$ cat src/rtl/frac_div_ctrl.sv
// Fractional-N divider control: counts integer + modulator-offset periods, saturating the
// ratio to [N_MIN, 2^NW-1] and strobing the modulator once per divided period.
module frac_div_ctrl #(
    parameter int unsigned NW    = 8,
    parameter int unsigned YW    = 4,
    parameter int unsigned N_MIN = 4
) (
    input  logic          clk,
    input  logic          rst_n,
    input  logic          en_i,
    input  logic [NW-1:0] n_int_i,
    input  logic [YW-1:0] sdm_y_i,
    input  logic          clamp_clr_i,
    output logic          div_o,
    output logic          sdm_step_o,
    output logic [NW-1:0] ratio_o,
    output logic          clamp_o,
    output logic [15:0]   div_cnt_o
);

    localparam int unsigned SW = NW + 2;
    localparam logic signed [SW-1:0] MinRatio = SW'(N_MIN);
    localparam logic signed [SW-1:0] MaxRatio = {2'b00, {NW{1'b1}}};

    logic [NW-1:0] cnt_q, cnt_d;
    logic [NW-1:0] ratio_q, ratio_d;
    logic          div_q, div_d;
    logic          step_q, step_d;
    logic          clamp_q, clamp_d;
    logic [15:0]   div_cnt_q, div_cnt_d;

    logic                 terminal;
    logic signed [SW-1:0] nxt;
    logic signed [SW-1:0] nxt_sat;
    logic                 sat_hit;

    assign terminal = en_i && (cnt_q == '0);

    // Unsigned integer word plus sign-extended modulator offset, with headroom for both extremes.
    assign nxt = $signed({2'b00, n_int_i}) + $signed({{(SW-YW){sdm_y_i[YW-1]}}, sdm_y_i});

    always_comb begin
        nxt_sat = nxt;
        sat_hit = 1'b0;
        if (nxt < MinRatio) begin
            nxt_sat = MinRatio;
            sat_hit = terminal;
        end else if (nxt > MaxRatio) begin
            nxt_sat = MaxRatio;
            sat_hit = terminal;
        end
    end

    always_comb begin
        cnt_d     = cnt_q;
        ratio_d   = ratio_q;
        div_d     = 1'b0;
        step_d    = 1'b0;
        div_cnt_d = div_cnt_q;
        if (terminal) begin
            ratio_d   = nxt_sat[NW-1:0];
            cnt_d     = nxt_sat[NW-1:0] - NW'(1);
            div_d     = 1'b1;
            step_d    = 1'b1;
            div_cnt_d = div_cnt_q + 16'd1;
        end else if (en_i) begin
            cnt_d = cnt_q - NW'(1);
        end
    end

    // A saturation on the same edge as a clear request wins.
    always_comb begin
        clamp_d = clamp_q;
        if (sat_hit) begin
            clamp_d = 1'b1;
        end else if (clamp_clr_i) begin
            clamp_d = 1'b0;
        end
    end

    always_ff @(posedge clk) begin
        if (!rst_n) begin
            cnt_q     <= '0;
            ratio_q   <= '0;
            div_q     <= 1'b0;
            step_q    <= 1'b0;
            clamp_q   <= 1'b0;
            div_cnt_q <= '0;
        end else begin
            cnt_q     <= cnt_d;
            ratio_q   <= ratio_d;
            div_q     <= div_d;
            step_q    <= step_d;
            clamp_q   <= clamp_d;
            div_cnt_q <= div_cnt_d;
        end
    end

    assign div_o      = div_q;
    assign sdm_step_o = step_q;
    assign ratio_o    = ratio_q;
    assign clamp_o    = clamp_q;
    assign div_cnt_o  = div_cnt_q;

endmodule
$ cat config.mk
export PLATFORM = sky130hd
export DESIGN_NAME = frac_div_ctrl
export DESIGN_NICKNAME = d
export VERILOG_FILES = /design/src/rtl/frac_div_ctrl.sv
export SDC_FILE = /design/constraint.sdc
export NUM_CORES = 1
export LEC_CHECK = 0
export BUFFER_PORTS_ARGS = -buffer_cell sky130_fd_sc_hd__buf_2
export CAP_MARGIN = 25
export CORE_MARGIN = 8
export CORE_UTILIZATION = 56
export DETAILED_ROUTE_END_ITERATION = 16
export PLACE_DENSITY = 0.81
export SLEW_MARGIN = 0
export SYNTH_ARGS = -nofsm -noshare
export SYNTH_HDL_FRONTEND = slang
export SYNTH_SLANG_ARGS = --single-unit
$ cat constraint.sdc
create_clock -name clk -period 8.4 [get_ports clk]
set_input_delay 0.84 -clock clk [delete_from_list [all_inputs] [get_ports clk]]
set_output_delay 0.84 -clock clk [all_outputs]
set_load 0.03 [all_outputs]
==> flow_summary.json <==
{
  "outcome": "completed",
  "grt_max_degree": 31,
  "ys_seq_elements": 34,
  "hpwl_microns": 3980,
  "fill_cells": 307,
  "power-per-cell-area_nw_per_um2": 230,
  "ys_dominant_reg_cell": "dfxtp_1",
  "path_max_fanout": 5,
  "syn_nets": 296,
  "p_leak_uw": 0.00107,
  "timing.max_cap.violations": 0,
  "finalHoldViolCount": 0,
  "num_rows": 22,
  "critPathArrivalTime_ns": 4.31,
  "diodes": 0,
  "peakVddDrop_mv": 0.0747,
  "initial_core_util_pct": 59.0,
  "max_slew_margin_pct": 41.7,
  "worst_pin_slew_ns": 0.853,
  "routed_wl_microns": 5200,
  "crit_path_start_kind": "input port",
  "hold_class": "reg -> reg",
  "async_reset_ff_share_pct": 0,
  "worst_path_max_delay_cell": "a2111oi_2",
  "port_buffers": 42,
  "num_io_pins": 43,
  "drive_above_1_share_pct": 21.8,
  "dr_total_vias": 2111,
  "rsz0062_at_grt": "no",
  "wl_met3_microns": 330,
  "via_per_inst": 5.93,
  "ys_warn_count": 0,
  "route.met2.wl_microns": 2460,
  "ys_types": 59,
  "die_h_microns": 78.4,
  "endpoint_kind": "flop",
  "cp.required_ns": 8.61,
  "highest_layer": "met4",
  "drtPass1Iterations": 6,
  "ctsHoldBuffers": 0,
  "die_x_microns": 78.4,
  "syn_area_per_cell_sq_um": 8.12,
  "cpPeakStageDelay_ns": 0.55,
  "total_power_uw": 578,
  "multi_input_area_sq_um": 1410,
  "drt_iter0_markers": 173,
  "cp_cell_sequence": "buf_2 -> ha_1 -> fa_1 -> a21oi_1 -> or3_1 -> o311ai_0 -> a2111oi_2 -> a21oi_1 -> a21o_2 -> a21oi_1 -> ha_1 -> o2111ai_1 -> o31ai_1 -> nor3b_1",
  "cts_root_buffer": "clkbuf_8",
  "fin_cells": 356,
  "wl_per_cell_microns": 14.6,
  "ant_nets": 0,
  "post-route-drc-count": 0,
  "grt_first_pass_wirelength_microns": 8920,
  "slew_viol_final": 0,
  "yosysSeqAreaShare_pct": 31.3,
  "clkTransAtPathRegs_ns": 0.08,
  "fin_crit_ns": 4.10,
  "finalCritPeriodShare_pct": 48.8,
  "netlist_area_sq_um": 2180,
  "tns_ns": 0,
  "regArea_sq_um": 681,
  "cts.sinks": 34,
  "grtUsageTotal_pct": 17.3,
  "cts_tree": "yes",
  "clock_skew_ns": 0.00834,
  "max_freq_ghz": 0.244,
  "cts_setup_buffers": 0,
  "cts_resized": 0,
  "core_area_sq_um": 3690,
  "wl_met1_microns": 2310,
  "numCtsBuffers": 5,
  "dieArea_sq_um": 6140,
  "cts_max_level": 2,
  "syn_inst": 268,
  "antenna_found_initial": 0,
  "path_common_cell": "a21oi_1",
  "clock_tree.buffer_depth": 2,
  "grt.overflow.total": 0,
  "setup_viol": 0,
  "clock_latency_ns": 0.29,
  "grt_pass1_vias": 1973,
  "area_growth_pct": 15.6,
  "synth_edf_count": 0,
  "critPathKind": "in -> reg",
  "gp_congestion": 0.855,
  "nets": 335,
  "dp.cells": 348
}
==> registers in the layout, summed over array words and instances, names as in the netlist <==
signal      count
div_cnt_o      16
sdm_step_o      1
cnt_q           8
clamp_o         1
ratio_o         8
==> metrics by stage <==
step           hold WS (ns)  worst slack [ns]  util (%)  area (sq um)
2_1_floorplan         0.469              4.55         -          2180
3_3_place_gp          0.451              4.22      65.2          2400
3_5_place_dp          0.451              4.08      65.2          2400
4_1_cts               0.462              4.37      68.2          2520
5_1_grt               0.469              3.98      68.2          2520
6_report              0.464              4.30      68.2          2520
==> worst paths after layout <==
kind | slack (ns) | endpoint | start | depth (start not counted)
worst min register to register | 0.46 | ratio_o[3] | ratio_o[3] | 2
worst max register to register | 5.87 | div_cnt_o[15] | cnt_q[4] | 8
worst min-delay path | 0.46 | ratio_o[3] | ratio_o[3] | 2
worst max-delay path | 4.30 | cnt_q[6] | n_int_i[0] | 14
==> cell type report <==
type,count,area share [%]
sequential,34,27.0
clock buffer,5,2.73
clock inverter,3,1.79
timing repair buffer,43,8.65
multi-input combinational,213,55.9
inverter,10,1.49
tap,48,2.39
==> critical path: cells and delay by family <==
kind | cells | cell delay, ns
AOI/OAI and AO/OA | 8 | 2.14
and+or+nand+nor | 2 | 0.33
buffers and inverters | 1 | 0.10
adders and majority gates | 3 | 0.91
==> routing by layer <==
| layer | global-route usage (%) | vias up |
|---|---|---|
| li1 | - | 1061 |
| met2 | 29.2 | 63 |
| met1 | 20.5 | 976 |
| met3 | 4.21 | 11 |
| met4 | 7.41 | 0 |
| met5 | 0 | - |
==> kinds of logic (layout without fill, tap and decap cells) <==
| group | after synthesis | count (layout) | synth area share [%] |
|---|---|---|---|
| adders and majority gates | 12 | 12 | 7.24 |
| AOI/OAI and AO/OA | 74 | 74 | 24.0 |
| muxes | 2 | 2 | 1.15 |
| and+or+nand+nor | 109 | 109 | 25.8 |
| xor gates and xnor gates | 16 | 16 | 6.44 |
| buffers and inverters | 21 | 61 | 4.08 |
| DFF | 34 | 34 | 31.3 |
==> synth_stat cells, drive strengths merged (5+ instances only) <==
| cell | number | area share, % |
|---|---|---|
| a211oi | 5 | 1.7 |
| a21oi | 26 | 6.0 |
| and2 | 5 | 1.6 |
| and3 | 6 | 1.8 |
| clkbuf | 7 | 1.2 |
| dfxtp | 34 | 31 |
| ha | 11 | 6.3 |
| inv | 10 | 1.7 |
| nand2 | 18 | 3.1 |
| nand3 | 9 | 2.1 |
| nand4 | 6 | 1.7 |
| nor2 | 34 | 6.0 |
| nor3 | 5 | 1.1 |
| o21ai | 12 | 2.8 |
| o31ai | 6 | 2.7 |
| or3 | 6 | 1.7 |
| xnor2 | 6 | 2.4 |
| xor2 | 10 | 4.0 |
==> where the power goes <==
| part | total (uW) | switching [uW] | internal [uW] |
|---|---|---|---|
| sequential | 203 | 17.7 | 185 |
| clock | 151 | 62.9 | 88.2 |
| combinational | 224 | 142 | 82.3 |
| total | 578 | 222 | 356 |
==> cell usage in the layout, fill, tap and decap left out, drive strengths merged, types with 2 or more instances in the layout <==
master    count
buf          43
dfxtp        34
nor2         34
a21oi        26
nand2        18
o21ai        12
ha           11
inv          10
xor2         10
nand3         9
nand4         6
xnor2         6
or3           6
o31ai         6
and3          6
nor3          5
a211oi        5
clkbuf        5
and2          5
nand2b        4
o211ai        3
nor3b         3
nor4          3
a21o          3
a2111oi       3
o311ai        2
or2           2
nand3b        2
clkinvlp      2
a211o         2
(Power assumes the default switching activity.)
